`config.mk`:
```
export PLATFORM = sky130hd
export DESIGN_NAME = fetch_stage_flat
export DESIGN_NICKNAME = d
export VERILOG_FILES = /design/src/rtl/mips_pkg.sv /design/src/rtl/fetch_stage_if.sv /design/src/rtl/ifid_reg.sv /design/src/rtl/fetch_stage.sv /design/src/flat_wrapper.sv
export SDC_FILE = /design/constraint.sdc
export NUM_CORES = 1
export LEC_CHECK = 0
export ABC_AREA = 1
export BUFFER_PORTS_ARGS = -buffer_cell sky130_fd_sc_hd__buf_2
export CAP_MARGIN = 0
export CORE_MARGIN = 2
export CORE_UTILIZATION = 53
export CTS_BUF_LIST = sky130_fd_sc_hd__clkbuf_2
export CTS_CLUSTER_SIZE = 25
export DETAILED_ROUTE_END_ITERATION = 6
export PLACE_DENSITY = 0.94
export SLEW_MARGIN = 20
export SYNTH_ARGS = -nofsm -noshare
export SYNTH_HDL_FRONTEND = slang
export SYNTH_SLANG_ARGS = --single-unit
export TNS_END_PERCENT = 20
```
`constraint.sdc`:
```
create_clock -name clk -period 3 [get_ports clk]
set_input_delay 0.75 -clock clk [delete_from_list [all_inputs] [get_ports clk]]
set_output_delay 0.75 -clock clk [all_outputs]
set_load 0.02 [all_outputs]
```
`src/rtl/mips_pkg.sv`:
```
// Shared definitions for the MIPS pipeline stages.
//   fetch_state_e : fetch-stage sequencer states
//   PC_STEP       : byte increment between sequential instructions
//   INSTR_W       : instruction word width
//   NOP_WORD_DFLT : default bubble word (sll $0,$0,0)
package mips_pkg;
  localparam int INSTR_W = 32;
  localparam int PC_STEP = 4;
  localparam logic [INSTR_W-1:0] NOP_WORD_DFLT = 32'h0000_0000;

  typedef enum logic [1:0] {
    BOOT = 2'd0,
    RUN  = 2'd1,
    HALT = 2'd2
  } fetch_state_e;
endpackage

```
`src/rtl/fetch_stage_if.sv`:
```
// Instruction-memory bus between the fetch stage and the instruction memory.
//   imem_addr        : byte address (driven by fetch)
//   imem_instruction : combinational word returned for imem_addr
// modport master = fetch stage, slave = memory.
interface fetch_stage_if
  import mips_pkg::*;
#(
  parameter int ADDR_W = 7
);
  logic [ADDR_W-1:0]  imem_addr;
  logic [INSTR_W-1:0] imem_instruction;

  modport master (output imem_addr, input  imem_instruction);
  modport slave  (input  imem_addr, output imem_instruction);
endinterface

```
`src/rtl/ifid_reg.sv`:
```
// IF/ID pipeline register with load / hold / bubble controls.
//   bubble_i : load NOP_WORD, pc_plus4=0, valid=0 (wins over load_i)
//   load_i   : capture instr_i / pc_plus4_i, valid=1
//   neither  : hold
// Asynchronous active-low reset puts the register into the bubble state.
module ifid_reg
  import mips_pkg::*;
#(
  parameter int                 ADDR_W   = 7,
  parameter logic [INSTR_W-1:0] NOP_WORD = NOP_WORD_DFLT
) (
  input  logic               clk,
  input  logic               rst_n,
  input  logic               load_i,
  input  logic               bubble_i,
  input  logic [INSTR_W-1:0] instr_i,
  input  logic [ADDR_W-1:0]  pc_plus4_i,
  output logic [INSTR_W-1:0] instr_o,
  output logic [ADDR_W-1:0]  pc_plus4_o,
  output logic               valid_o
);
  logic [INSTR_W-1:0] instr_q;
  logic [ADDR_W-1:0]  pc_plus4_q;
  logic               valid_q;

  always_ff @(posedge clk or negedge rst_n) begin
    if (!rst_n) begin
      instr_q    <= NOP_WORD;
      pc_plus4_q <= '0;
      valid_q    <= 1'b0;
    end else if (bubble_i) begin
      instr_q    <= NOP_WORD;
      pc_plus4_q <= '0;
      valid_q    <= 1'b0;
    end else if (load_i) begin
      instr_q    <= instr_i;
      pc_plus4_q <= pc_plus4_i;
      valid_q    <= 1'b1;
    end
  end

  assign instr_o    = instr_q;
  assign pc_plus4_o = pc_plus4_q;
  assign valid_o    = valid_q;
endmodule

```
`src/rtl/fetch_stage.sv`:
```
// Instruction-fetch stage: owns the PC, drives the instruction-memory
// address and fills the IF/ID register.
//   imem           : instruction-memory bus (master side)
//   stall / flush  : hazard-unit hold / bubble requests
//   branch_taken   : ID-stage redirect to branch_target (word aligned)
//   ifid_*         : IF/ID register contents
//   halted         : fetch stopped after capturing the word at PROG_END
// Sequencing: BOOT (one edge after reset) -> RUN -> HALT (reset only exit).
module fetch_stage
  import mips_pkg::*;
#(
  parameter int                 ADDR_W   = 7,
  parameter logic [ADDR_W-1:0]  PROG_END = 7'd124,
  parameter logic [INSTR_W-1:0] NOP_WORD = NOP_WORD_DFLT
) (
  input  logic               clk,
  input  logic               rst_n,
  fetch_stage_if.master      imem,
  input  logic               stall,
  input  logic               flush,
  input  logic               branch_taken,
  input  logic [ADDR_W-1:0]  branch_target,
  output logic [INSTR_W-1:0] ifid_instr,
  output logic [ADDR_W-1:0]  ifid_pc_plus4,
  output logic               ifid_valid,
  output logic               halted
);
  fetch_state_e      state_q, state_d;
  logic [ADDR_W-1:0] pc_q, pc_d;
  logic              halted_q, halted_d;
  logic              load, bubble;
  logic [ADDR_W-1:0] pc_plus4;

  // Modulo 2^ADDR_W: the top word wraps to address 0.
  assign pc_plus4 = pc_q + ADDR_W'(PC_STEP);

  always_comb begin
    state_d  = state_q;
    pc_d     = pc_q;
    halted_d = halted_q;
    load     = 1'b0;
    bubble   = 1'b0;
    unique case (state_q)
      BOOT: state_d = RUN;
      RUN: begin
        if (branch_taken) begin
          // Redirect beats stall/flush and also beats a halt at PROG_END.
          pc_d   = branch_target & ~ADDR_W'(3);
          bubble = 1'b1;
        end else if (flush) begin
          bubble = 1'b1;
          if (!stall) pc_d = pc_plus4;
        end else if (!stall) begin
          load = 1'b1;
          // The last instruction is still captured; pc parks on it.
          if (pc_q == PROG_END) begin
            state_d  = HALT;
            halted_d = 1'b1;
          end else begin
            pc_d = pc_plus4;
          end
        end
      end
      // Re-loading the bubble every cycle is the same as bubble-then-hold.
      HALT: bubble = 1'b1;
      default: state_d = BOOT;
    endcase
  end

  always_ff @(posedge clk or negedge rst_n) begin
    if (!rst_n) begin
      state_q  <= BOOT;
      pc_q     <= '0;
      halted_q <= 1'b0;
    end else begin
      state_q  <= state_d;
      pc_q     <= pc_d;
      halted_q <= halted_d;
    end
  end

  ifid_reg #(.ADDR_W(ADDR_W), .NOP_WORD(NOP_WORD)) u_ifid (
    .clk        (clk),
    .rst_n      (rst_n),
    .load_i     (load),
    .bubble_i   (bubble),
    .instr_i    (imem.imem_instruction),
    .pc_plus4_i (pc_plus4),
    .instr_o    (ifid_instr),
    .pc_plus4_o (ifid_pc_plus4),
    .valid_o    (ifid_valid)
  );

  assign imem.imem_addr = pc_q;
  assign halted         = halted_q;
endmodule
```
`src/flat_wrapper.sv`:
```
// flat-port wrapper written by rule: the top's interface ports become plain ports
module fetch_stage_flat import mips_pkg::*;
#(
  parameter int                 ADDR_W   = 7,
  parameter logic [ADDR_W-1:0]  PROG_END = 7'd124,
  parameter logic [INSTR_W-1:0] NOP_WORD = NOP_WORD_DFLT
)
  (clk, rst_n, stall, flush, branch_taken, branch_target, ifid_instr, ifid_pc_plus4, ifid_valid, halted, imem_imem_addr, imem_imem_instruction);
  fetch_stage_if #(.ADDR_W(ADDR_W)) imem_i ();
  input  logic clk;
  input  logic rst_n;
  input  logic stall;
  input  logic flush;
  input  logic branch_taken;
  input  logic [ADDR_W-1:0] branch_target;
  output logic [INSTR_W-1:0] ifid_instr;
  output logic [ADDR_W-1:0] ifid_pc_plus4;
  output logic ifid_valid;
  output logic halted;
  output wire logic [$bits(imem_i.imem_addr)-1:0] imem_imem_addr;
  input wire logic [$bits(imem_i.imem_instruction)-1:0] imem_imem_instruction;
  assign imem_imem_addr = imem_i.imem_addr;
  assign imem_i.imem_instruction = imem_imem_instruction;
  fetch_stage #(.ADDR_W(ADDR_W), .PROG_END(PROG_END), .NOP_WORD(NOP_WORD)) u_core (.clk(clk), .rst_n(rst_n), .imem(imem_i), .stall(stall), .flush(flush), .branch_taken(branch_taken), .branch_target(branch_target), .ifid_instr(ifid_instr), .ifid_pc_plus4(ifid_pc_plus4), .ifid_valid(ifid_valid), .halted(halted));
endmodule
```
# After elaboration in Yosys (flattened, before gate mapping)
# Index checks and enable logic that the tools add are counted.
op_classes:
  addsub: 1
  eq_ne: 9
  mux: 23
  n_bitwise: 4
  reduce_logical: 5
ops:
  columns: ["op", "n"]
  rows:
  - ["two-way mux 32 bit", 2]
  - ["two-way mux 7 bit", 7]
  - ["AND reduction 5 bit", 2]
  - ["two-way mux 1 bit", 8]
  - ["two-way mux 2 bit", 4]
  - ["adder 7 x 3 -> 7 bit (second input constant)", 1]
  - ["== test 7 bit (second input constant)", 1]
  - ["!= test 2 bit (second input constant)", 3]
  - ["one-hot mux 2 bit (3 select lines)", 1]
  - ["!= test 2 x 1 -> 1 bit (second input constant)", 2]
  - ["inverter 1 bit", 4]
  - ["!= test 3 bit (second input constant)", 1]
  - ["AND reduction 3 bit", 1]
  - ["== test 2 x 1 -> 1 bit (second input constant)", 1]
  - ["== test 2 bit (second input constant)", 1]
  - ["logical NOT 2 bit", 1]
  - ["one-hot mux 1 bit (2 select lines)", 1]
  - ["nonzero test 2 bit", 1]
totals:
  ff_bits: 50
  inputBits: 44
  output_inout_bits: 48
  elab_cells: 48

# Longest topological paths before layout
logic_depth:
  word_depth: 6
  ltp_mapped: 9
  depth_no_buf: 8

# Modules after synthesis
# Synthesis repeated with hierarchy kept, for this count alone.
hier_totals:
  hier_cells: 259
  hier_area_um2: 2248.4
by_module_without_submodules:
  columns: ["mod", "instances", "cells_each", "area_per_inst_um2", "seq_area_each_um2"]
  rows:
  - ["ifid_reg", 1, 174, 1597.8, 1001.0]
  - ["fetch_stage", 1, 85, 650.6, 200.2]

# Least setup slack after synthesis
# No wires, ideal clock.
synth_path:
  kind: "input-to-reg"
  startpoint: "input branch_taken"
  endpoint: "register u_core.u_ifid.pc_plus4_q[4] (netlist: u_core.u_ifid.pc_plus4_o[4])"
  t_arrival_ns: 1.505
  required_ns: 2.882
  path_slack_ns: 1.378
  path_stages: 7
  path_cell_list: "buf_6 -> nor2_4 -> nand3_2 -> buf_2 -> buf_6 -> nand3_1 -> nand2_1"
synth_between:
  elab_chain_cells: 3
synth_lines:
  columns: ["element", "line_no", "text"]
  rows:
  - ["from (decl)", "flat_wrapper.sv:14", "input logic branch_taken;"]
  - ["two-way mux 1 bit", "fetch_stage.sv:46", "if (branch_taken) begin"]
  - ["one-hot mux 1 bit (2 select lines) or two-way mux 1 bit (tied branches)", "fetch_stage.sv:43", "unique case (state_q)"]
  - ["two-way mux 7 bit or nonzero test 2 bit (tied branches)", null, null]
  - ["to (signal assigned)", "ifid_reg.sv:37", "pc_plus4_q <= pc_plus4_i;"]
  - ["to (decl)", "ifid_reg.sv:23", "logic [ADDR_W-1:0] pc_plus4_q;"]
# Several ways; a longest one is shown, not always the timed one.
# A chain may end at the register's enable or synchronous reset.

# Worst setup path after layout
layout_path:
  startpoint: "register u_core.state_q[1]"
  endpoint: "register u_core.u_ifid.instr_q[31] (netlist: u_core.u_ifid.instr_o[31])"
layout_between:
  elab_chain_cells: 3
layout_lines:
  columns: ["element", "line_no", "text"]
  rows:
  - ["from (decl)", "fetch_stage.sv:28", "fetch_state_e state_q, state_d;"]
  - ["from (signal assigned)", "fetch_stage.sv:76", "state_q <= state_d;"]
  - ["== test 2 bit or == test 2 x 1 -> 1 bit (tied branches)", "fetch_stage.sv:43", null]
  - ["one-hot mux 1 bit (2 select lines) or two-way mux 1 bit (tied branches)", "fetch_stage.sv:43", null]
  - ["two-way mux 32 bit or nonzero test 2 bit (tied branches)", null, null]
  - ["to (signal assigned)", "ifid_reg.sv:36", "instr_q <= instr_i;"]
  - ["to (decl)", "ifid_reg.sv:22", "logic [INSTR_W-1:0] instr_q;"]
# Several ways; a longest one is shown, not always the timed one.

==> tab_implementation.tex <==
\begin{tabular}{lr}
\hline
Metric & Value \\
\hline
\multicolumn{2}{l}{\textbf{Outcome}} \\
\quad Status & finished, final reports clean \\
\multicolumn{2}{l}{\textbf{Place}} \\
\quad Post-detailed-placement cell area & 2591 sq um \\
\quad Gpl congestion & 0.8197 \\
\quad PortBufs & 87 \\
\quad DPL Wire Length & 3350 um \\
\multicolumn{2}{l}{\textbf{Setup path}} \\
\quad Worst Path Max Fanout & 76 \\
\quad Most frequent cell on the critical path & sky130\_fd\_sc\_hd\_\_nand2\_1 \\
\quad Startpoint of the worst setup timing path & u\_core.state\_q[1] \\
\quad Highest cell delay on the worst timing path & 0.53 ns \\
\quad Highest-delay cell along the critical path & sky130\_fd\_sc\_hd\_\_buf\_4 \\
\quad Req. time, crit path & 3.37 ns \\
\quad Crit path arrival time & 2.33 ns \\
\quad Worst setup SP type & flop \\
\quad Type of the worst setup path & reg -> reg \\
\quad Kind of capture point of the worst setup path & flop \\
\quad Cell chain of the critical path & inv\_1 > ha\_1 > nand2\_1 > nand2\_1 > o21ai\_4 > buf\_4 > nand3\_1 > nand2\_1 \\
\quad FF-to-FF Start & u\_core.state\_q[1] \\
\multicolumn{2}{l}{\textbf{Synth}} \\
\quad Cell variety after synth & 24 \\
\quad Yosys warning total & 0 \\
\quad Main combinational cell family by area after synthesis & simple AND/OR/NAND/NOR gates \\
\quad Flop and latch count out of synthesis & 47 \\
\quad Share of the yosys chip area belonging to registers & 53.11\% \\
\quad Post-Syn Area & 2215 sq um \\
\quad Synthesized-area fraction occupied by xor and xnor cells & 0\% \\
\quad Cell count after synthesis & 252 \\
\quad Post-synthesis compound-gate area fraction & 2.542\% \\
\quad Simple-gate share of the synthesized area & 33.11\% \\
\quad Largest cells by area after synthesis & sky130\_fd\_sc\_hd\_\_dfrtp\_1, sky130\_fd\_sc\_hd\_\_nand3\_1, sky130\_fd\_sc\_hd\_\_nand2\_1, sky130\_fd\_sc\_hd\_\_buf\_4, sky130\_fd\_sc\_hd\_\_buf\_6 \\
\quad Adder-cell share of the synthesized area & 2.260\% \\
\quad Synthesized area divided by synthesized cell count & 8.788 sq um \\
\quad Multiplexer share of the synthesized area & 0.4520\% \\
\quad Area share of the leading cell type in the synthesized netlist & 53.11\% \\
\quad Cell type with the highest aggregate area in the netlist & sky130\_fd\_sc\_hd\_\_dfrtp\_1 \\
\multicolumn{2}{l}{\textbf{STA}} \\
\quad Setup TNS Final & 0 ns \\
\quad RSZ-0062 raised after global routing & false \\
\quad Count of endpoints failing setup in the final report & 0 \\
\quad Final slew viol count & 0 \\
\quad Remaining max-slew budget at the tightest pin & 55.67\% \\
\quad Final critical-path share of the clock period & 65.39\% \\
\quad Worst Tran Pin Value & 0.6650 ns \\
\quad Post-Route Skew & 0.01111 ns \\
\quad Final hold violation count & 0 \\
\quad Top achievable clock speed & 0.5098 GHz \\
\quad Time the final worst path needs with I/O delays and setup & 1.962 ns \\
\multicolumn{2}{l}{\textbf{Finish}} \\
\quad Fraction of layout cells with a size suffix above 1 & 31.21\% \\
\quad Antenna Diode Count & 0 \\
\quad Number of nets at the end of the flow & 377 \\
\quad Number of fillers in the final layout & 349 \\
\quad Commonest cells after routing, fill and taps aside & sky130\_fd\_sc\_hd\_\_buf\_2, sky130\_fd\_sc\_hd\_\_nand3\_1, sky130\_fd\_sc\_hd\_\_nand2\_1 \\
\quad Most common cell after layout, fill and taps aside & sky130\_fd\_sc\_hd\_\_buf\_2 \\
\quad Area of all placed cells without fillers & 2639 sq um \\
\quad Layout overhead on the synthesized area & 19.15\% \\
\multicolumn{2}{l}{\textbf{CTS}} \\
\quad CTS sink count & 47 \\
\quad Num CTS Buffers & 5 \\
\quad Number of buffers on the longest clock path & 2 \\
\quad Clock root cell & sky130\_fd\_sc\_hd\_\_clkbuf\_2 \\
\quad Resize count post-CTS & 0 \\
\quad Clock tree from TritonCTS & built \\
\quad CTS H-Tree Depth & 2 \\
\quad Number of buffers inserted by post-CTS setup repair & 0 \\
\quad Number of hold-repair buffers added at the cts stage & 0 \\
\quad Worst-skew pair later-pin latency & 0.42 ns \\
\quad Clock transition at the registers of the reported paths & 0.25 ns \\
\multicolumn{2}{l}{\textbf{Drt}} \\
\quad Number of DRC markers after the initial detailed-route iteration & 116 \\
\quad Initial DRT Pass Iterations & 4 \\
\quad Drt via density & 5.129 \\
\quad Final WL & 4811 um \\
\quad Average wire per standard cell & 12.66 um \\
\quad DRC violations left & 0 \\
\quad Vias & 1,949 \\
\quad Number of nets still failing antenna checks after routing & 0 \\
\multicolumn{2}{l}{\textbf{Global routing}} \\
\quad Pin count of the biggest net entering global routing & 77 \\
\quad Fraction of met2 tracks used by global routing & 35.70\% \\
\quad Number of global-route vias before repair & 1,704 \\
\quad Initial antenna violation count & 0 \\
\quad Aggregate global-route resource usage & 21.39\% \\
\quad Remaining global-route overflow & 0 \\
\quad Wire length of the first global-routing pass & 7458 um \\
\quad Busiest layer in global routing & met2 \\
\quad Met1 global-route usage & 26.72\% \\
\quad Met3 Use GR & 6.006\% \\
\multicolumn{2}{l}{\textbf{Power and ir drop}} \\
\quad Clock network power share & 27.8\% \\
\quad Comb pwr share & 5.1\% \\
\quad Internal Power & 0.0007126 W \\
\quad Switching power as a share of total power & 24.70\% \\
\quad Register share of total power & 67.1\% \\
\quad Overall power consumption & 0.0009464 W \\
\quad P\_sw & 0.0002338 W \\
\quad Peak VDD IR & 0.2579 mV \\
\quad Power density over cell area & 358.7 nW/um\^{}2 \\
\quad Leakage & 1.624 nW \\
\multicolumn{2}{l}{\textbf{Floorplanning}} \\
\quad Row count & 23 \\
\quad DIE AREA & 4711 sq um \\
\quad Starting density of the core & 55.36\% \\
\quad Vertical extent of the die & 68.64 um \\
\quad Die X-Extent & 68.64 um \\
\quad Core area & 4000 sq um \\
\quad I/O pin total & 92 \\
\multicolumn{2}{l}{\textbf{Job}} \\
\quad Total of max-cap violations & 0 \\
\multicolumn{2}{l}{\textbf{Min path}} \\
\quad Tightest Hold Check Type & in -> async \\
\hline
\end{tabular}
## metal layers
layer	share of wire, %	wire [um]	up-vias
met5	0	0	-
met4	0.81	39	0
met3	6.6	318	4
met2	50	2402	62
met1	43	2051	902
li1	-	-	981
## cell usage after synthesis, drive strengths merged
cell type,n
nand3,79
nand2,66
dfrtp,47
buf,17
inv,10
nor2,6
o21ai,6
ha,4
nand3b,4
a21oi,3
clkbuf,3
nand4,2
and3,1
conb,1
mux2i,1
o21bai,1
or2,1
## worst max-delay path: cells and delay by family (launching register included)
family,cells,cell delay (ns)
buffers and inverters,2,0.60
and+or+nand+nor,4,0.47
DFF,1,0.41
adders and majority gates,1,0.26
AOI/OAI and AO/OA,1,0.13
## per-stage QoR
step	utilization [%]	cells	worst slack (ns)	hold WS [ns]
after global routing	65.97	380	0.8612	0.2785
after floorplan	-	253	1.378	0.4544
after detailed placement	64.78	372	0.8493	0.4896
final	65.97	380	1.038	0.2737
after CTS	65.91	380	1.058	0.4766
after global placement	64.78	372	0.9210	0.4788
## path summary, 6_finish.rpt
path,endpoint,slack [ns],depth (start not counted)
hold / removal,u_core.u_ifid.instr_o[1],0.27,1
max in group asynchronous,u_core.imem.imem_addr[3],2.33,1
setup / recovery,u_core.u_ifid.instr_o[31],1.04,8
min in group clk,u_core.u_ifid.instr_o[2],0.52,3
setup reg to reg,u_core.u_ifid.instr_o[31],1.04,8
hold reg to reg,u_core.halted,0.54,1
## power groups by stage
| stage | combinational [W] | clock (W) | sequential [W] |
|---|---|---|---|
| CTS | 0.0000493 | 0.000270 | 0.000635 |
| floorplan | 0.0000126 | 0 | 0.000646 |
| finish | 0.0000484 | 0.000263 | 0.000635 |
| global placement | 0.0000481 | 0 | 0.000646 |
| detailed placement | 0.0000492 | 0 | 0.000646 |
| global route | 0.0000556 | 0.000300 | 0.000636 |
## cell type report
cell class                      instances  area [sq um]  share of cell area, %
Sequential cell                        47          1176                  44.57
Multi-Input combinational cell        176         864.6                  32.76
Timing Repair Buffer                   89         452.9                  17.16
Tap cell                               50         62.56                  2.371
Inverter                               10         37.54                  1.422
Clock buffer                            5         25.02                 0.9483
Clock inverter                          3         20.02                 0.7587
## logic make-up (layout without fill, tap and decap cells)
kind of cell    Yosys count  count (layout)
compound gates           10              10
fa+ha+maj                 4               4
buf+inv                  30             107
flops                    47              47
mux                       1               1
other cells               1               2
simple gates            159             159
## state kept, by name, indices dropped and copies added (netlist names)
signal,count
u_core.u_ifid.valid_o,1
u_core.u_ifid.pc_plus4_o,6
u_core.u_ifid.instr_o,32
u_core.halted,1
u_core.state_q,2
u_core.imem.imem_addr,5
Power figures use the tool's default switching activity.
